==> src/rtl/uart_tx_fifo_param.sv <==
// UART transmitter with a write FIFO, internal baud divider and configurable framing.
// Each frame latches its baud divisor, parity mode and stop-bit count when its word leaves the FIFO.
module uart_tx_fifo_param #(
  parameter int DATA_BITS  = 8,
  parameter int FIFO_DEPTH = 16,
  parameter int DIV_W      = 16
) (
  input  logic                          clk,
  input  logic                          rst,
  input  logic                          tx_en,
  input  logic [DIV_W-1:0]              baud_div,
  input  logic [1:0]                    parity_mode,
  input  logic                          stop2,
  input  logic                          s_valid,
  input  logic [DATA_BITS-1:0]          s_data,
  output logic                          s_ready,
  output logic                          txd,
  output logic                          busy,
  output logic                          tx_done,
  output logic [$clog2(FIFO_DEPTH):0]   fifo_count,
  output logic                          fifo_empty,
  output logic                          fifo_full
);

  localparam int AW = $clog2(FIFO_DEPTH);
  localparam int CW = AW + 1;
  localparam int BW = $clog2(DATA_BITS);

  typedef enum logic [2:0] {IDLE, START, DATA, PARITY, STOP} state_t;

  // ---------------- FIFO ----------------
  logic [DATA_BITS-1:0] mem [FIFO_DEPTH];
  logic [AW-1:0]        wr_ptr, rd_ptr;
  logic [CW-1:0]        count;
  logic                 push, pop;
  logic [DATA_BITS-1:0] head;

  assign fifo_full  = (count == CW'(FIFO_DEPTH));
  assign fifo_empty = (count == '0);
  assign s_ready    = !fifo_full;
  assign fifo_count = count;
  assign push       = s_valid && !fifo_full && !rst;
  assign head       = mem[rd_ptr];

  // NOTE: state is updated with non-blocking assignments so every register samples pre-edge values.
  always_ff @(posedge clk) begin
    if (rst) begin
      wr_ptr <= '0;
      rd_ptr <= '0;
      count  <= '0;
    end else begin
      if (push) wr_ptr <= wr_ptr + 1'b1;
      if (pop)  rd_ptr <= rd_ptr + 1'b1;
      count <= count + CW'(push) - CW'(pop);
    end
  end

  // NOTE: storage has no reset; pointers and count alone define which entries are valid.
  always_ff @(posedge clk) begin
    if (push) mem[wr_ptr] <= s_data;
  end

  // ---------------- Framing FSM ----------------
  state_t               state, state_n;
  logic [DIV_W-1:0]     baud_cnt, baud_n, div_q, div_n;
  logic [BW-1:0]        bit_cnt, bit_n;
  logic [DATA_BITS-1:0] shreg, sh_n;
  logic                 par_bit, par_n;
  logic [1:0]           pmode_q, pm_n;
  logic                 stop2_q, st2_n;
  logic                 stop_cnt, stopc_n;
  logic                 txd_n, done_n, load, bit_end;

  assign bit_end = (baud_cnt == div_q);

  // NOTE: every always_comb output gets a default first, so no path can infer a latch.
  always_comb begin
    state_n = state;
    baud_n  = (state == IDLE || bit_end) ? '0 : baud_cnt + 1'b1;
    bit_n   = bit_cnt;
    sh_n    = shreg;
    par_n   = par_bit;
    div_n   = div_q;
    pm_n    = pmode_q;
    st2_n   = stop2_q;
    stopc_n = stop_cnt;
    txd_n   = txd;
    done_n  = 1'b0;
    load    = 1'b0;
    pop     = 1'b0;

    if (!tx_en) begin
      state_n = IDLE;
      baud_n  = '0;
      txd_n   = 1'b1;
    end else begin
      unique case (state)
        IDLE: begin
          txd_n = 1'b1;
          if (!fifo_empty) load = 1'b1;
        end
        START: if (bit_end) begin
          state_n = DATA;
          bit_n   = '0;
          txd_n   = shreg[0];
        end
        DATA: if (bit_end) begin
          if (bit_cnt == BW'(DATA_BITS - 1)) begin
            stopc_n = 1'b0;
            if (pmode_q != 2'b00) begin
              state_n = PARITY;
              txd_n   = par_bit;
            end else begin
              state_n = STOP;
              txd_n   = 1'b1;
            end
          end else begin
            bit_n = bit_cnt + 1'b1;
            sh_n  = shreg >> 1;
            txd_n = shreg[1];
          end
        end
        PARITY: if (bit_end) begin
          state_n = STOP;
          stopc_n = 1'b0;
          txd_n   = 1'b1;
        end
        STOP: if (bit_end) begin
          if (stop2_q && !stop_cnt) begin
            stopc_n = 1'b1;
          end else begin
            done_n = 1'b1;
            // Back-to-back frames: the next start bit begins on the edge ending this stop bit.
            if (!fifo_empty) load = 1'b1;
            else begin
              state_n = IDLE;
              txd_n   = 1'b1;
            end
          end
        end
        default: state_n = IDLE;
      endcase
    end

    if (load) begin
      pop     = 1'b1;
      state_n = START;
      baud_n  = '0;
      txd_n   = 1'b0;
      sh_n    = head;
      div_n   = baud_div;
      pm_n    = parity_mode;
      st2_n   = stop2;
      unique case (parity_mode)
        2'b01:   par_n = ^head;
        2'b10:   par_n = ~^head;
        default: par_n = 1'b1;
      endcase
    end
  end

  always_ff @(posedge clk) begin
    if (rst) begin
      state    <= IDLE;
      baud_cnt <= '0;
      bit_cnt  <= '0;
      shreg    <= '0;
      par_bit  <= 1'b0;
      div_q    <= '0;
      pmode_q  <= 2'b00;
      stop2_q  <= 1'b0;
      stop_cnt <= 1'b0;
      txd      <= 1'b1;
      busy     <= 1'b0;
      tx_done  <= 1'b0;
    end else begin
      state    <= state_n;
      baud_cnt <= baud_n;
      bit_cnt  <= bit_n;
      shreg    <= sh_n;
      par_bit  <= par_n;
      div_q    <= div_n;
      pmode_q  <= pm_n;
      stop2_q  <= st2_n;
      stop_cnt <= stopc_n;
      txd      <= txd_n;
      busy     <= (state_n != IDLE);
      tx_done  <= done_n;
    end
  end

endmodule
==> config.mk <==
export PLATFORM = sky130hd
export DESIGN_NAME = uart_tx_fifo_param
export DESIGN_NICKNAME = d
export VERILOG_FILES = /design/src/rtl/uart_tx_fifo_param.sv
export SDC_FILE = /design/constraint.sdc
export NUM_CORES = 1
export LEC_CHECK = 0
export ABC_AREA = 1
export ABC_CLOCK_PERIOD_IN_PS = 3750
export BUFFER_PORTS_ARGS = -buffer_cell sky130_fd_sc_hd__clkbuf_2
export CORE_MARGIN = 1
export CORE_UTILIZATION = 50
export CTS_CLUSTER_DIAMETER = 200
export CTS_CLUSTER_SIZE = 40
export DETAILED_ROUTE_END_ITERATION = 7
export PLACE_DENSITY = 0.73
export SYNTH_ARGS = -nofsm -noshare
export SYNTH_HDL_FRONTEND = slang
export SYNTH_SLANG_ARGS = --single-unit
export TNS_END_PERCENT = 50
==> constraint.sdc <==
create_clock -name clk -period 3.75 [get_ports clk]
set_clock_uncertainty 0.15 [all_clocks]
set_input_delay 0.75 -clock clk [delete_from_list [all_inputs] [get_ports clk]]
set_output_delay 0.75 -clock clk [all_outputs]
set_load 0.02 [all_outputs]
; ---- Word-level counts from Yosys, hierarchy flattened
; Memories as Yosys holds them, arrays and structs flattened. A register that Yosys moved wholly into a read port is not among the register bits.
; Index checks and enable logic that the tools add are counted.
[word_totals]
ff_bits = 67
ramBits = 128
inputBits = 31
output_inout_bits = 11
word_cells = 122
mem_count = 1
[mem_list]
columns = memory, words, word_bits, rd, rd_ports_with_merged_regs, write_ports, line_no
row1 = mem, 16, 8, 1, 1, 1, 32  ; logic [DATA_BITS-1:0] mem [FIFO_DEPTH];
[op_classes]
add_sub_neg = 6
n_eq_ne = 24
n_mux = 49
bitwise = 3
n_reduce_logical = 24
[op_table]
columns = operator, n
row1 = 8-bit 2-to-1 mux, 5
row2 = 3-bit 2-to-1 mux, 13
row3 = "4-bit != test, second input constant", 6
row4 = 1-bit 2-to-1 mux, 23
row5 = "16-bit by 1-bit adder with 16-bit output, second input constant", 1
row6 = 16-bit equality test, 1
row7 = "2-bit != test, second input constant", 8
row8 = 3-bit case mux with 5 select lines, 1
row9 = 7-bit AND reduction, 2
row10 = 2-bit nonzero test, 5
row11 = "4-bit by 1-bit adder with 4-bit output, second input constant", 2
row12 = 4-bit 2-to-1 mux, 2
row13 = 4-bit OR reduction, 2
row14 = 8-bit XNOR reduction, 1
row15 = 8-bit XOR reduction, 1
row16 = "7-bit by 1-bit != test with 1-bit output, second input constant", 1
row17 = "3-bit by 2-bit equality test with 1-bit output, second input constant", 2
row18 = "3-bit equality test, second input constant", 2
row19 = 3-bit case mux with 2 select lines, 1
row20 = 3-bit nonzero test, 2
row21 = 5-bit by 1-bit adder with 5-bit output, 1
row22 = "5-bit equality test, second input constant", 1
row23 = 5-bit zero test, 1
row24 = 1-bit case mux with 5 select lines, 1
row25 = other kinds (14), 21

; ---- Longest topological paths before layout
; Gate-level depths: netlist of the first run.
[logic_depth]
word_depth = 9
ltp_mapped = 21
ltp_nobuf = 20

; ---- Worst setup path before layout of the first run
; OpenSTA, ideal clock, no wires.
[synth_path]
kind = reg-to-reg
from = reg count[3], in the netlist fifo_count[3]
to = reg count[4], in the netlist fifo_count[4]
setup_time_ns = 0.128
t_arrival_ns = 2.865
t_required_ns = 3.472
setup_slack_ns = 0.607
stages_incl_launch_ff = 20
n_path_buf = 1
synth_period_minus_slack_ns = 3.143
path_cell_list = dfxtp_1 -> inv_1 -> ha_1 -> nand3_1 -> nor2_1 -> inv_1 -> nand2_1 -> a21oi_4 -> nand2_4 -> inv_4 -> buf_6 -> ha_1 -> inv_1 -> ha_1 -> inv_1 -> fa_1 -> nor3_1 -> a211oi_1 -> o21ai_0 -> a21oi_1
[synth_via]
elab_chain_cells = 8
word_cells_on_any_way = 13
cone_classes = 2 x add/sub / 1 x eq/ne / 6 x mux / 4 x reduce/logical
[synth_rtl]
columns = element, line_no
row1 = "start, declared", 34  ; logic [CW-1:0] count;
row2 = "start signal, assigned", 54  ; count <= count + CW'(push) - CW'(pop);
row3 = 5-bit zero test (*), 39  ; assign fifo_empty = (count == '0);
row4 = net fifo_empty, 21  ; output logic fifo_empty,
row5 = 1-bit 2-to-1 mux (*), "100, 134"
row6 = 1-bit 2-to-1 mux, 129  ; if (stop2_q && !stop_cnt) begin
row7 = 1-bit 2-to-1 mux, 128  ; STOP: if (bit_end) begin
row8 = 1-bit case mux with 2 select lines (*), 97  ; unique case (state)
row9 = 1-bit 2-to-1 mux (*), 92  ; if (!tx_en) begin
row10 = 1-bit 2-to-1 mux (*), 145  ; if (load) begin
row11 = 5-bit by 1-bit subtractor with 5-bit output (*), 54
; Mark *: on every way through the listed nets, which the timed path passes. The rest lies on a longest branch.
; A chain may end at the register's enable or synchronous reset.

; ---- Worst setup path in the final report of the first run
[layout_path]
from = reg baud_cnt[6]
to = reg count[4], in the netlist fifo_count[4]
[layout_via]
elab_chain_cells = 6
[layout_rtl]
columns = element, line_no
row1 = "start, declared", 65  ; logic [DIV_W-1:0] baud_cnt, baud_n, div_q, div_n;
row2 = "start signal, assigned", 178  ; baud_cnt <= baud_n;
row3 = 16-bit equality test, 74  ; assign bit_end = (baud_cnt == div_q);
row4 = 1-bit 2-to-1 mux, 128
row5 = 1-bit case mux with 2 select lines, 97
row6 = 1-bit 2-to-1 mux, 92
row7 = 1-bit 2-to-1 mux, 145
row8 = 5-bit by 1-bit subtractor with 5-bit output, 54
; No other way between the ends.

==> metrics.md, run 1 <==
| Metric | Value |
|---|---|
| Status | `complete, no violations` |
| # diodes | `0` |
| Chip width | `136 microns` |
| Critical-path cell list | `nor2_1 > nor3_1 > nand2_1 > nor2_2 > nand2_4 > inv_4 > nand2_2 > a21oi_4 > nand2_4 > inv_4 > ha_1 > inv_1 > ha_1 > inv_1 > fa_1 > nor3_1 > a211oi_1 > o21ai_0 > a21oi_1` |
| Largest family of logic cells by synthesized area | `simple AND/OR/NAND/NOR gates` |
| Multiplexer share of the synthesized area | `0%` |
| Ys async rst share | `0%` |
| Cells on worst reg2reg path | `19` |
| Die Span Y | `136 microns` |
| Reg area | `between 0.005 and 0.006 sq mm` |
| Dpl ws | `0.432 ns` |
| IO Count | `42` |
| Number of H-tree levels | `4` |
| Max Cap Viol | `0` |
| Clock-pin slew on the worst setup and hold paths | `0.07 ns` |
| Worst Hold Class | `reg2reg` |
| Finished Cell Area | `0.00993 sq mm` |
| DP Wirelength | `12,100 microns` |
| Nets | `about 1,100` |
| Yosys cell types | `43` |
| Core box area | `between 0.015 and 0.02 sq mm` |
| WL/cell | `15.2 microns` |
| Mapped Cells | `979` |
| First-pass GRT wire length | `31,200 microns` |
| Total Routed Length | `18,900 microns` |
| Worst-case clock buffer depth | `2` |
| Row Count | `48` |
| Mean Syn Cell Area | `approximately 9.2 sq um` |
| Cell area power density | `about 640 mW/mm^2` |
| Yosys reg bits | `199` |
| Total GRT Usage | `between 20 and 25%` |
| Top FF cell, synth | `edfxtp_1` |
| Synthesized Nets | `1,027` |
| Post-synth EDFFs | `128` |
| Met3 Use GR | `3.50%` |
| Synthesized area | `0.00902 sq mm` |
| Fillers | `~1,500` |
| Via count | `6,518` |
| Hold path cells | `2` |
| Met1 usage | `29.6%` |
| Critical Path Start Type | `flop` |
| Switching power | `roughly 2200 uW` |
| Worst Path Required | `between 3 and 4 ns` |
| Ys Warns | `0` |
| RSZ-0062 raised after global routing | `false` |
| PostCTS Resize Cnt | `0` |
| Fmax | `298 MHz` |
| Max-slew violation count | `0` |
| Final setup fails | `0` |
| Total gr overflow | `0` |
| Compound-Gate Fraction of Synth Area | `5.87%` |
| WS Path Type | `reg2reg` |
| Starting Density | `51.6%` |
| Clock group share of total power | `between 20% and 30%` |
| Share of post-route cells with drive strength above 1 | `10.5%` |
| Postcts setup bufs | `0` |
| Clock sink count | `between 150 and 200` |
| Tightest Pin Transition | `0.842 ns` |
| CTS tree | `yes` |
| Sw frac | `34.6%` |
| Sequential power share | `41.5%` |
| Final Hold Viols | `0` |
| Num CTS Buffers | `17` |
| GR peak layer | `met2` |
| Largest stage delay on the critical path | `0.39 ns` |
| Area Overhead vs Synth | `10.2%` |
| Critical Path Sink Type | `flop` |
| Leak Pwr | `0.00406 uW` |
| Relative slew slack | `43.7%` |
| Drt drc | `0` |
| FF-to-FF End | `fifo_count[4]` |
| Port Buffer Count | `41` |
| Post-Route Setup TNS | `0 ns` |
| Peak supply drop | `0.332 mV` |
| CP Max Fanout | `24` |
| Full die area | `between 0.015 and 0.02 sq mm` |
| CTS root buf | `clkbuf_16` |
| Length of the first detailed-routing pass in iterations | `7` |
| CP arrival | `3.52 ns` |
| Internal power | `4140 uW` |
| Final antenna-violating net count | `0` |
| Endpoint, Worst Hold | `stop_cnt` |
| Number of global-route vias before repair | `about 6,400` |
| Via density | `~5.2` |
| Met2 Use GR | `between 30% and 40%` |
| Clock latency at the later pin of the worst-skew pair | `0.43 ns` |
| Shortest period the worst path allows | `3.35 ns` |
| Largest net degree at the start of global routing | `59` |
| Crit share post-route | `about nine tenths` |
| Seq/Total Area, Yosys | `about three fifths` |
| Post-cts hold buffer count | `0` |
| Multi-input logic area | `0.00305 sq mm` |
| Final setup margin | `0.398 ns` |
| Fraction of the mapped netlist area in simple logic gates | `between 20% and 30%` |
| Worst reg2reg setup slack | `between 0.3 and 0.4 ns` |
| DR iter-0 viols | `442` |
| Synth Area in XOR/XNOR | `between 2 and 2.5%` |
| Reg2reg start | `baud_cnt[6]` |
| Antenna violations before repair | `0` |
| GP Congestion | `roughly 0.83` |
| Combinational cell fraction of total power | `28.6%` |
| Hold wc startpoint | `stop_cnt` |
| Placement Cell Area | `0.00930 sq mm` |
| Synth Area in Adders | `2.44%` |
| CP max stage cell | `fa_1` |
==> Yosys cell counts, types with 6 or more instances <==
| cell | count | share of area, % |
|---|---|---|
| a21oi_1 | 43 | 2.4 |
| buf_2 | 15 | 0.83 |
| buf_6 | 10 | 1.2 |
| clkbuf_1 | 8 | 0.33 |
| dfxtp_1 | 71 | 16 |
| edfxtp_1 | 128 | 43 |
| ha_1 | 16 | 2.2 |
| inv_1 | 109 | 4.5 |
| nand2_1 | 281 | 12 |
| nand3_1 | 86 | 4.8 |
| nand4_1 | 8 | 0.56 |
| nor2_1 | 84 | 3.5 |
| nor3_1 | 9 | 0.50 |
| nor3b_1 | 6 | 0.50 |
| o211ai_1 | 7 | 0.58 |
| o21ai_0 | 22 | 1.2 |
| o21ai_1 | 9 | 0.50 |
| xnor2_1 | 14 | 1.4 |
| xor2_1 | 8 | 0.78 |
==> sequential cells by signal (all words and copies together), names as in the netlist, 4 cells and up, named ones only <==
signal,count
mem,128
baud_cnt,16
div_q,16
shreg,8
fifo_count,5
rd_ptr,4
wr_ptr,4
==> worst max-delay path by stage <==
stage                  start            end  slack, ns  cells past startpoint
4_1_cts          baud_cnt[6]  fifo_count[4]       0.41                     19
5_1_grt          baud_cnt[6]  fifo_count[4]       0.11                     19
3_3_place_gp     baud_cnt[6]  fifo_count[4]       0.57                     19
6_report         baud_cnt[6]  fifo_count[4]       0.40                     19
3_5_place_dp     baud_cnt[6]  fifo_count[4]       0.43                     19
2_1_floorplan  fifo_count[3]  fifo_count[4]       0.61                     19
==> worst max-delay path, delay by kind of cell, from the launching register on <==
kind | cells | cell delay, ns
AND/OR/NAND/NOR | 8 | 1.01
adder cells (fa/ha/maj) | 3 | 0.82
AO/OA/AOI/OAI | 4 | 0.45
buffers and inverters | 4 | 0.41
flip-flops | 1 | 0.38
==> cell usage in the layout (no fill, tap or decap), drive strengths merged, types with 2 or more instances in the layout <==
cell type and count:
xnor2 14, nand3 86, o21ai 34, nor2 89, nand4 8, dfxtp 71
nand2 284, a31oi 2, or2 2, xor2 8, nor3 13, a21oi 45
nor4 4, clkinv 4, edfxtp 128, clkbuf 63, nor3b 6, o211ai 7
inv 121, ha 16, buf 6
==> routing by layer <==
| metal | wire length, microns | vias up |
|---|---|---|
| met5 | 0 | - |
| met1 | 8250 | 3055 |
| met2 | 9190 | 180 |
| li1 | - | 3251 |
| met3 | 1020 | 32 |
| met4 | 454 | 0 |
==> power groups by stage <==
stage                     Sequential (uW)  Combinational [uW]  Clock (uW)
after floorplan                      2640                1460           0
after global placement               2670                1760           0
after detailed placement             2670                1800           0
after CTS                            2630                1810        1900
after global routing                 2650                2070        2000
final                                2630                1810        1890
==> cells by family (layout without fill, tap and decap cells) <==
logic type / after synthesis / after routing
xor gates and xnor gates: 22 / 22
and+or+nand+nor: 492 / 492
buffers and inverters: 156 / 196
AOI/OAI and AO/OA: 93 / 93
adders and majority gates: 17 / 17
DFF: 199 / 199
==> final cells by class <==
class / count / share of cell area, %
clock inverters: 10 / 0.907
inverters: 117 / 4.50
clock buffers: 22 / 5.43
well taps: 225 / 2.83
repair buffers: 47 / 2.65
multi-input cells: 624 / 30.7
flip-flops and latches: 199 / 53.0
==> per-stage QoR <==
stage	total power, uW	std cells	hold WS, ns	util [%]
after CTS	6350	1244	0.317	56.8
final	6330	1244	0.309	56.8
after detailed placement	4470	1212	0.306	53.2
after global placement	4430	1212	0.298	53.2
after floorplan	4100	979	0.279	-
after global routing	6720	1244	0.343	56.8
No activity file was read; power rests on OpenSTA's default activity.
==> run 2: changes to the inputs <==
--- a/config.mk
+++ b/config.mk
@@ -13,6 +13,7 @@
 export CTS_CLUSTER_DIAMETER = 200
 export CTS_CLUSTER_SIZE = 40
 export DETAILED_ROUTE_END_ITERATION = 7
+export GPL_TIMING_DRIVEN = 0
 export PLACE_DENSITY = 0.73
 export SYNTH_ARGS = -nofsm -noshare
 export SYNTH_HDL_FRONTEND = slang
==> run 2 against run 1 <==
Against the previous run:
- combinational power is 14% higher
- count of clock-buffer cells in the layout is 3 lower
- total power is 0.51% higher
- sequential share of layout area fell by 0.59 points
- first-iteration DRC count up 76%
- clock power shrank 9.5%
- wire length rose by 10%
- non-clock buffer count rose by 32
==> metrics.md, run 2 (same netlist as run 1, synthesis figures left out) <==
| Metric | Value |
|---|---|
| Status | `complete, no violations` |
| Fillers | `approximately 1,500` |
| Tightest Pin Transition | `1.12 ns` |
| Placed insts | `1,244` |
| Total GRT Usage | `23.9%` |
| Buf+Inv Stages, Crit Path | `5` |
| Relative slew slack | `approximately a quarter` |
| Number of H-tree levels | `4` |
| Row Count | `48` |
| Fmax | `296 MHz` |
| CTS root buf | `clkbuf_16` |
| Most frequent cells in the layout | `nand2_1 (281), edfxtp_1 (128), inv_1 (109)` |
| Chip width | `136 microns` |
| Starting Density | `51.6%` |
| Critical Path Sink Type | `flop` |
| Top flop regs | `mem (128), baud_cnt (16), div_q (16)` |
| Most common cell after layout, fill and taps aside | `nand2_1` |
| Total Routed Length | `20,900 microns` |
| Area Overhead vs Synth | `11.4%` |
| Critical-path cell list | `nor2_1 > nor3_2 > nand2_1 > nor2_2 > nand2_4 > inv_4 > nand2_2 > a21oi_4 > nand2_4 > inv_4 > buf_6 > ha_1 > inv_1 > ha_1 > inv_1 > fa_1 > nor3_1 > a211oi_1 > o21ai_0 > a21oi_1` |
| Hold wc startpoint | `stop_cnt` |
| Via density | `between 5 and 6` |
| Hold path cells | `2` |
| # diodes | `0` |
| Shortest period the worst path allows | `between 3 and 4 ns` |
| Clock sink count | `between 150 and 200` |
| Crit share post-route | `90.1%` |
| CP max stage cell | `fa_1` |
| Port Buffer Count | `40` |
| Post-Route Setup TNS | `0 ns` |
| Clock-pin slew on the worst setup and hold paths | `about 0.070 ns` |
| PostCTS Resize Cnt | `0` |
| Fin cells | `~1,300` |
| Endpoint, Worst Hold | `stop_cnt` |
| Cells on worst reg2reg path | `20` |
| Post-cts hold buffer count | `0` |
| Drt drc | `0` |
| Largest net degree at the start of global routing | `17` |
| Via count | `6,750` |
| Share of post-route cells with drive strength above 1 | `11.9%` |
| Crit-path leading delay family | `simple AND/OR/NAND/NOR gates` |
| CP arrival | `3.54 ns` |
| WS Path Type | `reg2reg` |
| DP Wirelength | `14,000 microns` |
| GP Congestion | `0.857` |
| Worst reg2reg setup slack | `roughly 0.37 ns` |
| Nets | `1,086` |
| Final setup fails | `0` |
| Final antenna-violating net count | `0` |
| Antenna violations before repair | `0` |
| Critical Path Start Type | `flop` |
| Num CTS Buffers | `17` |
| Worst Path Required | `3.92 ns` |
| Die Span Y | `136 microns` |
| Total gr overflow | `0` |
| DR iter-0 viols | `778` |
| WL/cell | `16.4 microns` |
| Core box area | `0.0175 sq mm` |
| Max reg flops | `128` |
| Length of the first detailed-routing pass in iterations | `6` |
| Util after Layout | `57.5%` |
| Top reg by flops | `mem` |
| CTS tree | `yes` |
| Worst-case clock buffer depth | `2` |
| Final Hold Viols | `0` |
| Peak supply drop | `0.295 mV` |
| Leak Pwr | `between 0.004 and 0.005 uW` |
| Worst Hold Class | `reg2reg` |
| RSZ-0062 raised after global routing | `false` |
| FF-to-FF End | `fifo_count[4]` |
| Postcts setup bufs | `0` |
| Cell area power density | `633 mW/mm^2` |
| Full die area | `0.0186 sq mm` |
| Max-slew violation count | `0` |
| Largest stage delay on the critical path | `slightly above 0.4 ns` |
| IO Count | `42` |
| Clock latency at the later pin of the worst-skew pair | `around 0.43 ns` |
| CP Max Fanout | `10` |
| Max Cap Viol | `0` |
| First-pass GRT wire length | `around 33,000 microns` |
| Reg2reg start | `baud_cnt[6]` |
| Number of global-route vias before repair | `6,138` |
## run 2: cell types whose count changed in the layout (fill, tap and decap cells not counted), moves of 2 or more
| cell | previous run | this run |
|---|---|---|
| inv_6 | 3 | 1 |
| clkinv_1 | 0 | 3 |
| clkinvlp_2 | 0 | 2 |
| clkbuf_1 | 0 | 10 |
| buf_2 | 0 | 15 |
| buf_6 | 0 | 10 |
| clkbuf_16 | 21 | 17 |
## run 2: cell type report
class	count	area, sq um	share of cell area, %
sequential	199	5270	52.4
timing repair buffer	40	200	1.99
inverter	117	447	4.45
buffer	39	259	2.58
multi-input combinational	624	3050	30.4
clock inverter	13	106	1.06
tap	225	282	2.80
clock buffer	19	433	4.31
## run 2: worst reg2reg max path, cell delays in order, from the launching register on
cell and delay, ns:
dfxtp_1 0.40, nor2_1 0.08, nor3_2 0.19, nand2_1 0.11, nor2_2 0.14, nand2_4 0.13, inv_4 0.11, nand2_2 0.08
a21oi_4 0.14, nand2_4 0.11, inv_4 0.10, buf_6 0.15, ha_1 0.23, inv_1 0.05, ha_1 0.15, inv_1 0.06
fa_1 0.41, nor3_1 0.20, a211oi_1 0.08, o21ai_0 0.14, a21oi_1 0.05
## run 2: metrics by stage
| step | setup WS, ns | cell area (sq um) | total power [uW] | hold WS [ns] |
|---|---|---|---|---|
| 5_1_grt | 0.0471 | 10000 | 6710 | 0.342 |
| 2_1_floorplan | 0.607 | 9020 | 4100 | 0.279 |
| 3_5_place_dp | 0.376 | 9500 | 4650 | 0.302 |
| 6_report | 0.371 | 10000 | 6360 | 0.310 |
| 3_3_place_gp | 0.405 | 9500 | 4620 | 0.295 |
| 4_1_cts | 0.353 | 10000 | 6350 | 0.312 |
## run 2: report_power, final
part           total, uW  switching, uW  internal (uW)
Combinational       2060           1380            686
Clock               1710            802            911
Sequential          2580           98.0           2480
Total               6360           2280           4080
## run 2: metal layers
| layer | track usage (%) | wire length (microns) |
|---|---|---|
| met3 | 4.62 | 1640 |
| met4 | 10.6 | 607 |
| met2 | 36.2 | 9580 |
| met1 | 33.2 | 9070 |
| met5 | 0 | 0 |
## run 2: how the worst max path moves through the flow
stage	slack, ns	depth (start not counted)	end	from
after floorplan	0.61	19	fifo_count[4]	fifo_count[3]
after global placement	0.40	20	fifo_count[4]	baud_cnt[6]
after detailed placement	0.38	20	fifo_count[4]	baud_cnt[6]
after CTS	0.35	20	fifo_count[4]	baud_cnt[6]
after global routing	0.05	20	fifo_count[4]	baud_cnt[6]
final	0.37	20	fifo_count[4]	baud_cnt[6]
==> run 3: changes to the inputs <==
--- a/config.mk
+++ b/config.mk
@@ -9,12 +9,14 @@
 export ABC_CLOCK_PERIOD_IN_PS = 3750
 export BUFFER_PORTS_ARGS = -buffer_cell sky130_fd_sc_hd__clkbuf_2
 export CORE_MARGIN = 1
-export CORE_UTILIZATION = 50
+export CORE_UTILIZATION = 61
 export CTS_CLUSTER_DIAMETER = 200
 export CTS_CLUSTER_SIZE = 40
 export DETAILED_ROUTE_END_ITERATION = 7
 export GPL_TIMING_DRIVEN = 0
-export PLACE_DENSITY = 0.73
+export PLACE_DENSITY = 0.85
+export RECOVER_POWER = 100
+export SLEW_MARGIN = 20
 export SYNTH_ARGS = -nofsm -noshare
 export SYNTH_HDL_FRONTEND = slang
 export SYNTH_SLANG_ARGS = --single-unit
==> run 3 against run 2 <==
Against the previous run:
- combinational power hardly changed
- sequential share of layout area increased by 0.72 points
- non-clock buffer count stayed put
- setup slack lost 0.028 ns
- total power up 0.36%
- critical path depth unchanged
- sequential power about the same
- worst hold slack improved by 0.0035 ns
- critical endpoint unchanged
- global-route usage is 5.6 points higher
- via count up 4.5%
- register-to-register slack lost 0.03 ns
==> metrics.md, run 3 (same netlist as run 1, synthesis figures left out) <==
| Metric | Value |
|---|---|
| Via density | `5.71` |
| Worst Hold Class | `reg2reg` |
| Top flop regs | `mem (128), baud_cnt (16), div_q (16)` |
| # diodes | `0` |
| DR iter-0 viols | `713` |
| Dpl ws | `0.387 ns` |
| Worst-case clock buffer depth | `2` |
| CTS tree | `yes` |
| CTS root buf | `clkbuf_16` |
| Number of global-route vias before repair | `6,608` |
| Util after Layout | `between 60% and 70%` |
| Num CTS Buffers | `17` |
| Met1 wire length | `between 8000 and 9000 microns` |
| Crit share post-route | `90.9%` |
| Clock sink count | `199` |
| Via count | `7,054` |
| Total GRT Usage | `between 20% and 30%` |
| Final setup margin | `0.342 ns` |
| IO Count | `42` |
| Hold wc startpoint | `stop_cnt` |
| First-pass GRT wire length | `32,700 microns` |
| Post-Route Setup TNS | `0 ns` |
| Area Overhead vs Synth | `9.88%` |
| CP Max Fanout | `10` |
| Max Cap Viol | `0` |
| Top reg by flops | `mem` |
| WL/cell | `17.3 microns` |
| Post-cts hold buffer count | `0` |
| Max reg flops | `128` |
| Largest net degree at the start of global routing | `18` |
| Most common cell after layout, fill and taps aside | `nand2_1` |
| Shortest period the worst path allows | `approximately 3.4 ns` |
| Peak supply drop | `between 0.3 and 0.4 mV` |
| Antenna violations before repair | `0` |
| Met2 routed WL | `just under 10,000 microns` |
| Clock latency at the later pin of the worst-skew pair | `~0.45 ns` |
| Max-slew violation count | `0` |
| WS Path Type | `reg2reg` |
| Most frequent cells in the layout | `nand2_1 (282), edfxtp_1 (128), inv_1 (109)` |
| Nets | `roughly 1,100` |
| Status | `complete, no violations` |
| Cell area power density | `644 mW/mm^2` |
| Tightest Pin Transition | `1.20 ns` |
| Top Layer Used | `met4` |
| Postcts setup bufs | `0` |
| Port Buffer Count | `40` |
| Worst Path Required | `3.92 ns` |
| Clock-pin slew on the worst setup and hold paths | `~0.070 ns` |
| Length of the first detailed-routing pass in iterations | `5` |
| Total Routed Length | `around 21,000 microns` |
| GP Congestion | `0.881` |
| Met3 routed WL | `2120 microns` |
| Fmax | `293 MHz` |
| Reg2reg start | `baud_cnt[6]` |
| Final antenna-violating net count | `0` |
| Core box area | `0.0145 sq mm` |
| DP Wirelength | `14,200 microns` |
| Starting Density | `62.3%` |
| Final Hold Viols | `0` |
| Leak Pwr | `0.00405 uW` |
| FF-to-FF End | `fifo_count[4]` |
| PostCTS Resize Cnt | `0` |
| Cells on worst reg2reg path | `20` |
| Full die area | `~0.015 sq mm` |
| Final setup fails | `0` |
| Share of post-route cells with drive strength above 1 | `under 10%` |
| Drt drc | `0` |
| Hold path cells | `2` |
| Total gr overflow | `0` |
| Relative slew slack | `19.2%` |
| Critical Path Sink Type | `flop` |
| Die Span Y | `~120 microns` |
| CP arrival | `3.58 ns` |
| Worst reg2reg setup slack | `~0.34 ns` |
| Endpoint, Worst Hold | `stop_cnt` |
| Number of H-tree levels | `4` |
| Chip width | `approximately 120 microns` |
| Critical Path Start Type | `flop` |
| RSZ-0062 raised after global routing | `false` |
| Row Count | `44` |
## run 3: cell count changes in the layout (fill, tap and decap cells not counted), moves of 3 or more
cell	previous run	this run
clkbuf_1	10	32
clkbuf_2	40	21
inv_6	1	4
nor3_1	8	12
nor3_2	5	1
## run 3: metal layers
| metal | GRT usage (%) | up-vias |
|---|---|---|
| met1 | 38.2 | 3298 |
| met2 | 45.8 | 362 |
| li1 | - | 3322 |
| met5 | 0 | - |
| met3 | 7.97 | 72 |
| met4 | 14.8 | 0 |
## run 3: power breakdown
group	switching (uW)	total, uW	internal (uW)
sequential	95.0	2580	2480
clock	831	1750	917
combinational	1400	2050	650
total	2330	6380	4050
## run 3: worst max-delay path, stage by stage, from the launching register on
cell	delay, ns
dfxtp_1	0.39
nor2_1	0.07
nor3_1	0.19
nand2_1	0.12
nor2_2	0.14
nand2_4	0.12
inv_4	0.09
nand2_1	0.11
a21oi_4	0.16
nand2_4	0.11
inv_4	0.10
buf_6	0.15
ha_1	0.23
inv_1	0.06
ha_1	0.15
inv_1	0.05
fa_1	0.39
nor3_1	0.21
a211oi_1	0.09
o21ai_0	0.16
a21oi_1	0.05
## run 3: final cells by class
class / instances / area (sq um)
Clock buffer: 17 / 425
Clock inverter: 15 / 129
Timing Repair Buffer: 40 / 176
Buffer: 39 / 235
Tap cell: 184 / 230
Sequential cell: 199 / 5270
Multi-Input combinational cell: 624 / 3000
Fill cell: 1088 / 4570
Inverter: 117 / 447
## run 3: worst max path at each step
stage          cells past startpoint           from             to
2_1_floorplan                     19  fifo_count[3]  fifo_count[4]
3_3_place_gp                      20    baud_cnt[6]  fifo_count[4]
3_5_place_dp                      20    baud_cnt[9]  fifo_count[4]
4_1_cts                           20    baud_cnt[6]  fifo_count[4]
5_1_grt                           20    baud_cnt[6]  fifo_count[4]
6_report                          20    baud_cnt[6]  fifo_count[4]
## run 3: metrics by stage
stage / area (sq um) / total power [uW] / hold slack [ns] / cells
finish: 9910 / 6380 / 0.314 / 1235
global route: 9910 / 6690 / 0.351 / 1235
CTS: 10000 / 6380 / 0.315 / 1235
detailed placement: 9450 / 4670 / 0.304 / 1203
global placement: 9450 / 4600 / 0.294 / 1203
floorplan: 9020 / 4100 / 0.279 / 979
